**src/rtl/uart_transceiver_if.sv**
```systemverilog
// Peripheral-side register bus of the UART transceiver.
// master = Peripheral register block, slave = uart_transceiver.
interface uart_transceiver_if;
    logic [7:0] rx_data;
    logic       rx_valid;
    logic       rx_err;
    logic [7:0] tx_data;
    logic       tx_start;
    logic       tx_busy;

    modport master (
        input  rx_data,
        input  rx_valid,
        input  rx_err,
        output tx_data,
        output tx_start,
        input  tx_busy
    );

    modport slave (
        output rx_data,
        output rx_valid,
        output rx_err,
        input  tx_data,
        input  tx_start,
        output tx_busy
    );
endinterface

```
**src/rtl/uart_transceiver.sv**
```systemverilog
// Full-duplex 8N1 UART: 16x oversampled receiver on a shared tick and an
// independent cycle-timed transmitter.
module uart_transceiver #(
    parameter int unsigned TICK_DIV = 651
) (
    input  logic                 sysclk,
    input  logic                 reset,
    input  logic                 UART_RX,
    output logic                 UART_TX,
    uart_transceiver_if.slave    bus
);

    localparam int unsigned BitCycles = 16 * TICK_DIV;
    localparam logic [15:0] TickLast  = 16'(TICK_DIV - 1);
    localparam logic [19:0] BitLast   = 20'(BitCycles - 1);

    // ---------------------------------------------------------------
    // Tick generator and RX synchronizer
    // ---------------------------------------------------------------
    logic [15:0] tick_cnt_q;
    logic        tick;

    assign tick = (tick_cnt_q == TickLast);

    always_ff @(posedge sysclk) begin
        if (reset) begin
            tick_cnt_q <= '0;
        end else if (tick) begin
            tick_cnt_q <= '0;
        end else begin
            tick_cnt_q <= tick_cnt_q + 16'd1;
        end
    end

    logic rx_meta_q;
    logic rxs_q;

    always_ff @(posedge sysclk) begin
        if (reset) begin
            rx_meta_q <= 1'b1;
            rxs_q     <= 1'b1;
        end else begin
            rx_meta_q <= UART_RX;
            rxs_q     <= rx_meta_q;
        end
    end

    // ---------------------------------------------------------------
    // Receiver
    // ---------------------------------------------------------------
    typedef enum logic [1:0] {RxIdle, RxStart, RxData, RxStop} rx_state_e;

    rx_state_e  rx_state_q, rx_state_d;
    logic [3:0] rx_cnt_q, rx_cnt_d;
    logic [2:0] rx_bit_q, rx_bit_d;
    logic [7:0] rx_shift_q, rx_shift_d;
    logic [7:0] rx_data_q, rx_data_d;
    logic       rx_valid_q, rx_valid_d;
    logic       rx_err_q, rx_err_d;

    always_ff @(posedge sysclk) begin
        if (reset) begin
            rx_state_q <= RxIdle;
            rx_cnt_q   <= '0;
            rx_bit_q   <= '0;
            rx_shift_q <= '0;
            rx_data_q  <= '0;
            rx_valid_q <= 1'b0;
            rx_err_q   <= 1'b0;
        end else begin
            rx_state_q <= rx_state_d;
            rx_cnt_q   <= rx_cnt_d;
            rx_bit_q   <= rx_bit_d;
            rx_shift_q <= rx_shift_d;
            rx_data_q  <= rx_data_d;
            rx_valid_q <= rx_valid_d;
            rx_err_q   <= rx_err_d;
        end
    end

    always_comb begin
        rx_state_d = rx_state_q;
        rx_cnt_d   = rx_cnt_q;
        rx_bit_d   = rx_bit_q;
        rx_shift_d = rx_shift_q;
        rx_data_d  = rx_data_q;
        rx_valid_d = 1'b0;
        rx_err_d   = 1'b0;
        if (tick) begin
            unique case (rx_state_q)
                RxIdle: begin
                    if (!rxs_q) begin
                        rx_state_d = RxStart;
                        rx_cnt_d   = '0;
                    end
                end
                RxStart: begin
                    // Mid start bit: a line already back high was only a glitch.
                    if (rx_cnt_q == 4'd7) begin
                        rx_cnt_d   = '0;
                        rx_bit_d   = '0;
                        rx_state_d = rxs_q ? RxIdle : RxData;
                    end else begin
                        rx_cnt_d = rx_cnt_q + 4'd1;
                    end
                end
                RxData: begin
                    if (rx_cnt_q == 4'd15) begin
                        rx_cnt_d   = '0;
                        rx_shift_d = {rxs_q, rx_shift_q[7:1]};
                        rx_bit_d   = rx_bit_q + 3'd1;
                        if (rx_bit_q == 3'd7) begin
                            rx_state_d = RxStop;
                        end
                    end else begin
                        rx_cnt_d = rx_cnt_q + 4'd1;
                    end
                end
                RxStop: begin
                    if (rx_cnt_q == 4'd15) begin
                        rx_cnt_d   = '0;
                        rx_state_d = RxIdle;
                        if (rxs_q) begin
                            rx_data_d  = rx_shift_q;
                            rx_valid_d = 1'b1;
                        end else begin
                            rx_err_d = 1'b1;
                        end
                    end else begin
                        rx_cnt_d = rx_cnt_q + 4'd1;
                    end
                end
                default: rx_state_d = RxIdle;
            endcase
        end
    end

    assign bus.rx_data  = rx_data_q;
    assign bus.rx_valid = rx_valid_q;
    assign bus.rx_err   = rx_err_q;

    // ---------------------------------------------------------------
    // Transmitter
    // ---------------------------------------------------------------
    typedef enum logic [1:0] {TxIdle, TxStart, TxData, TxStop} tx_state_e;

    tx_state_e   tx_state_q, tx_state_d;
    logic [19:0] tx_cnt_q, tx_cnt_d;
    logic [2:0]  tx_bit_q, tx_bit_d;
    logic [7:0]  tx_shift_q, tx_shift_d;
    logic        tx_out_q, tx_out_d;
    logic        bit_end;

    assign bit_end = (tx_cnt_q == BitLast);

    always_ff @(posedge sysclk) begin
        if (reset) begin
            tx_state_q <= TxIdle;
            tx_cnt_q   <= '0;
            tx_bit_q   <= '0;
            tx_shift_q <= '0;
            tx_out_q   <= 1'b1;
        end else begin
            tx_state_q <= tx_state_d;
            tx_cnt_q   <= tx_cnt_d;
            tx_bit_q   <= tx_bit_d;
            tx_shift_q <= tx_shift_d;
            tx_out_q   <= tx_out_d;
        end
    end

    always_comb begin
        tx_state_d = tx_state_q;
        tx_cnt_d   = tx_cnt_q;
        tx_bit_d   = tx_bit_q;
        tx_shift_d = tx_shift_q;
        tx_out_d   = tx_out_q;
        unique case (tx_state_q)
            TxIdle: begin
                // The start bit is driven from the accept edge onward.
                if (bus.tx_start) begin
                    tx_shift_d = bus.tx_data;
                    tx_cnt_d   = '0;
                    tx_out_d   = 1'b0;
                    tx_state_d = TxStart;
                end
            end
            TxStart: begin
                if (bit_end) begin
                    tx_cnt_d   = '0;
                    tx_bit_d   = '0;
                    tx_out_d   = tx_shift_q[0];
                    tx_state_d = TxData;
                end else begin
                    tx_cnt_d = tx_cnt_q + 20'd1;
                end
            end
            TxData: begin
                if (bit_end) begin
                    tx_cnt_d = '0;
                    if (tx_bit_q == 3'd7) begin
                        tx_out_d   = 1'b1;
                        tx_state_d = TxStop;
                    end else begin
                        tx_shift_d = {1'b0, tx_shift_q[7:1]};
                        tx_out_d   = tx_shift_q[1];
                        tx_bit_d   = tx_bit_q + 3'd1;
                    end
                end else begin
                    tx_cnt_d = tx_cnt_q + 20'd1;
                end
            end
            TxStop: begin
                if (bit_end) begin
                    tx_cnt_d   = '0;
                    tx_state_d = TxIdle;
                end else begin
                    tx_cnt_d = tx_cnt_q + 20'd1;
                end
            end
            default: tx_state_d = TxIdle;
        endcase
    end

    assign bus.tx_busy = (tx_state_q != TxIdle);
    assign UART_TX     = tx_out_q;

endmodule

```
**src/flat_wrapper.sv**
```systemverilog
// flat-port wrapper written by rule: the top's interface ports become plain ports
module uart_transceiver_flat 
#(
    parameter int unsigned TICK_DIV = 651
)
  (sysclk, reset, UART_RX, UART_TX, bus_rx_data, bus_rx_valid, bus_rx_err, bus_tx_data, bus_tx_start, bus_tx_busy);
  uart_transceiver_if bus_i ();
  input  logic sysclk;
  input  logic reset;
  input  logic UART_RX;
  output logic UART_TX;
  output wire logic [$bits(bus_i.rx_data)-1:0] bus_rx_data;
  output wire logic [$bits(bus_i.rx_valid)-1:0] bus_rx_valid;
  output wire logic [$bits(bus_i.rx_err)-1:0] bus_rx_err;
  input wire logic [$bits(bus_i.tx_data)-1:0] bus_tx_data;
  input wire logic [$bits(bus_i.tx_start)-1:0] bus_tx_start;
  output wire logic [$bits(bus_i.tx_busy)-1:0] bus_tx_busy;
  assign bus_rx_data = bus_i.rx_data;
  assign bus_rx_valid = bus_i.rx_valid;
  assign bus_rx_err = bus_i.rx_err;
  assign bus_i.tx_data = bus_tx_data;
  assign bus_i.tx_start = bus_tx_start;
  assign bus_tx_busy = bus_i.tx_busy;
  uart_transceiver #(.TICK_DIV(TICK_DIV)) u_core (.sysclk(sysclk), .reset(reset), .UART_RX(UART_RX), .UART_TX(UART_TX), .bus(bus_i));
endmodule
```
**config.mk**
```make
export PLATFORM = sky130hd
export DESIGN_NAME = uart_transceiver_flat
export DESIGN_NICKNAME = d
export VERILOG_FILES = /design/src/rtl/uart_transceiver_if.sv /design/src/rtl/uart_transceiver.sv /design/src/flat_wrapper.sv
export SDC_FILE = /design/constraint.sdc
export NUM_CORES = 1
export LEC_CHECK = 0
export BUFFER_PORTS_ARGS = -buffer_cell sky130_fd_sc_hd__buf_4
export CAP_MARGIN = 20
export CORE_ASPECT_RATIO = 0.75
export CORE_MARGIN = 4
export CORE_UTILIZATION = 34
export DETAILED_ROUTE_END_ITERATION = 7
export GPL_TIMING_DRIVEN = 0
export SLEW_MARGIN = 25
export SYNTH_ARGS = -nofsm -noshare
export SYNTH_HDL_FRONTEND = slang
export SYNTH_SLANG_ARGS = --single-unit
```
**constraint.sdc**
```tcl
create_clock -name sysclk -period 2.4 [get_ports sysclk]
set_input_delay 0.12 -clock sysclk [delete_from_list [all_inputs] [get_ports sysclk]]
set_output_delay 0.12 -clock sysclk [all_outputs]
set_load 0.05 [all_outputs]
```
==> flow_summary.toml <==
[yosys]
synth-seq-cells = 79
syn_area_um2 = 3820
synth_flop_cell = "dfxtp_1"
synth_top_area_share = 0.414
syn-num-nets = 457
synth_cells = 427
avgSynthCellArea_um2 = 8.94
synth.most_common_cell = "dfxtp_1"
synth_common_cells = "dfxtp_1 (79), nor2_1 (74), nand2_1 (33), mux2i_1 (26), a21oi_1 (23)"
synthTopCellsByArea = "dfxtp_1 (41%), nor2_1 (7.3%), mux2i_1 (6.8%)"
synth_edf_count = 0
async_reset_ff_frac = 0
seq_area_frac_synth = 0.414
synth_warnings = 0
synth.distinct_cells = 50
yosys.area.top_type = "dfxtp_1"

[timing]
fin_worst_skew_ns = 0.00713
drv_slew = 0
fmax_ghz = 0.474
rsz0062_at_grt = "false"
fin_crit_sh = 0.880
worst_hold_slack_ns = 0.0491
setup_violations = 0
hold_viol = 0
tightestPinTransition_ns = 0.607
setup_slack_ns = 0.288
period_minus_slack_ns = 2.11
tns_ns = 0
relSlewSlack = 0.596

[critical_path]
reg2reg_from = "u_core.tx_cnt_q[0]"
path_class = "flop to flop"
reg2reg_slack_ns = 0.29
worstPathRequired_ns = 2.67
end_kind = "flop"
worstReg2RegEnd = "u_core.tx_cnt_q[10]"
critPathLaunchType = "flop"
reg2reg_depth = 8
crit_end = "u_core.tx_cnt_q[10]"
cp_max_fo = 10
worstPathArrival_ns = 2.38
crit_start = "u_core.tx_cnt_q[0]"

[clocking]
post_cts_buffers = 0
cts_root_buf = "clkbuf_16"
clockBufferDepth = 2
cts_htree_levels = 3
clkTransAtPathRegs_ns = 0.07
worst_skew_pair.late_latency_ns = 0.33
cts_buffers = 9
cts_sinks = 79
cts_tree = "done"

[floorplan]
fp.dieArea_um2 = 13000
start_util = 0.349
die_w_um = 130
io_pins = 24
rows = 33
coreArea_um2 = 10900
chipHeight_um = 99.8

[cells_and_area]
antenna-diode-count = 0
finalNetCount = 491
filler_cell_count = 1066
synthToLayoutAreaGrowth_pct = 17.9
drive_gt1_frac = 0.133
utilization = 0.411

[power]
pwr-share-comb = 0.211
p_clk_frac = 0.404
p_leak_uw = 0.00183
pwr-share-seq = 0.385
p_int_uw = 2640
switching_share = 0.300
peakVddDrop_mv = 0.560
powerDensity_nw_per_um2 = 839
p_sw_uw = 1130

[drt]
post-route-drc-count = 0
ant_nets = 0
drt_pass1_iterations = 4
routed_via_density = 4.98
drt_iter0_markers = 128
routed_wirelength_um = 7920
num_vias = 3020
wl_per_cell_um = 13.1

[outcome]
outcome = "completed"

[global_route]
grt_pass1_wl_um = 13300
first_global_vias = 2771
grt_usage = 0.127
antenna_found_initial = 0
grt_max_degree = 17
grt-ovfl-total = 0

[placed_design]
io_buffer_count = 22
dp_slack_ns = 0.307
place.gp.congestion = 0.851
dp_hpwl_um = 5710

[hold_path]
hold_path.class = "primary input to flop"

[run]
cap_violations = 0
## sequential cells by signal, summed over array words and instances, names as in the netlist, named ones only
register             count
u_core.bus.rx_data       8
u_core.tx_state_q        2
u_core.rx_bit_q          3
u_core.tick_cnt_q       16
u_core.UART_TX           1
u_core.rxs_q             1
u_core.rx_cnt_q          4
u_core.bus.rx_valid      1
u_core.tx_shift_q        8
u_core.tx_cnt_q         20
u_core.bus.rx_err        1
u_core.rx_meta_q         1
u_core.rx_shift_q        8
u_core.tx_bit_q          3
u_core.rx_state_q        1
## worst max-delay path, stage by stage, from the launching register on
cell,delay (ns)
dfxtp_1,0.34
ha_1,0.24
and3_1,0.23
and3_1,0.16
buf_2,0.18
a21oi_1,0.41
o21ai_1,0.16
buf_2,0.21
nor2_1,0.11
## layout make-up
| type | count | area [um^2] | share of cell area |
|---|---|---|---|
| timing repair buffer | 23 | 175 | 0.0389 |
| tap | 140 | 175 | 0.0389 |
| sequential | 79 | 1580 | 0.351 |
| clock inverter | 7 | 109 | 0.0242 |
| multi-input combinational | 325 | 2140 | 0.476 |
| inverter | 9 | 33.8 | 0.00751 |
| clock buffer | 9 | 225 | 0.0500 |
| buffer | 14 | 57.6 | 0.0128 |
## worst min path at each step
stage | startpoint | end | slack (ns) | depth (start not counted)
after floorplan | UART_RX | u_core.rx_meta_q | 0.22 | 1
after global placement | UART_RX | u_core.rx_meta_q | 0.31 | 2
after detailed placement | UART_RX | u_core.rx_meta_q | 0.31 | 2
after CTS | bus_tx_data[7] | u_core.tx_shift_q[7] | 0.03 | 3
after global routing | bus_tx_data[7] | u_core.tx_shift_q[7] | 0.1 | 3
final | bus_tx_data[7] | u_core.tx_shift_q[7] | 0.05 | 3
## stage by stage
stage / power, uW / cells / area (um^2)
3_5_place_dp: 2270 / 589 / 4160
3_3_place_gp: 2260 / 589 / 4160
5_1_grt: 3970 / 606 / 4500
6_report: 3770 / 606 / 4500
4_1_cts: 3810 / 606 / 4500
2_1_floorplan: 2090 / 427 / 3820
## placed cells by master (no fill, tap or decap), drive strengths merged, types with 5 or more instances in the layout
cell type	n
a21oi	23
and3	10
and4	5
buf	26
clkbuf	19
dfxtp	79
ha	18
inv	13
mux2	8
mux2i	26
nand2	33
nand3	22
nand4	9
nor2	75
nor3	9
nor4b	7
o21ai	8
or2	6
xnor2	11
xor2	14
## routing by layer
layer | wire length [um] | vias up | track usage
met5 | 0 | - | 0
met4 | 71 | 0 | 0.0332
met3 | 328 | 7 | 0.0354
met2 | 3440 | 54 | 0.191
met1 | 4080 | 1394 | 0.180
li1 | - | 1565 | -
## power by group through the flow
| stage | combinational (uW) | clock [uW] | sequential, uW |
|---|---|---|---|
| 6_report | 795 | 1520 | 1450 |
| 5_1_grt | 881 | 1630 | 1470 |
| 4_1_cts | 793 | 1570 | 1460 |
| 3_5_place_dp | 788 | 0 | 1490 |
| 3_3_place_gp | 781 | 0 | 1480 |
| 2_1_floorplan | 597 | 0 | 1490 |
## kinds of logic after synthesis
logic type      after synthesis  synth area share
buf+inv                      23            0.0239
compound gates               49            0.0839
fa+ha+maj                    18            0.0590
xor+xnor                     25            0.0574
mux                          34            0.0918
flops                        79             0.414
simple gates                199             0.270
## timing repair
action                                 4_1_cts  5_1_grt
endpoints found under the hold margin        1        0
hold buffers                                 1        0
gates resized for setup                      0        0
Note: power is estimated with default switching activity, not from simulation.
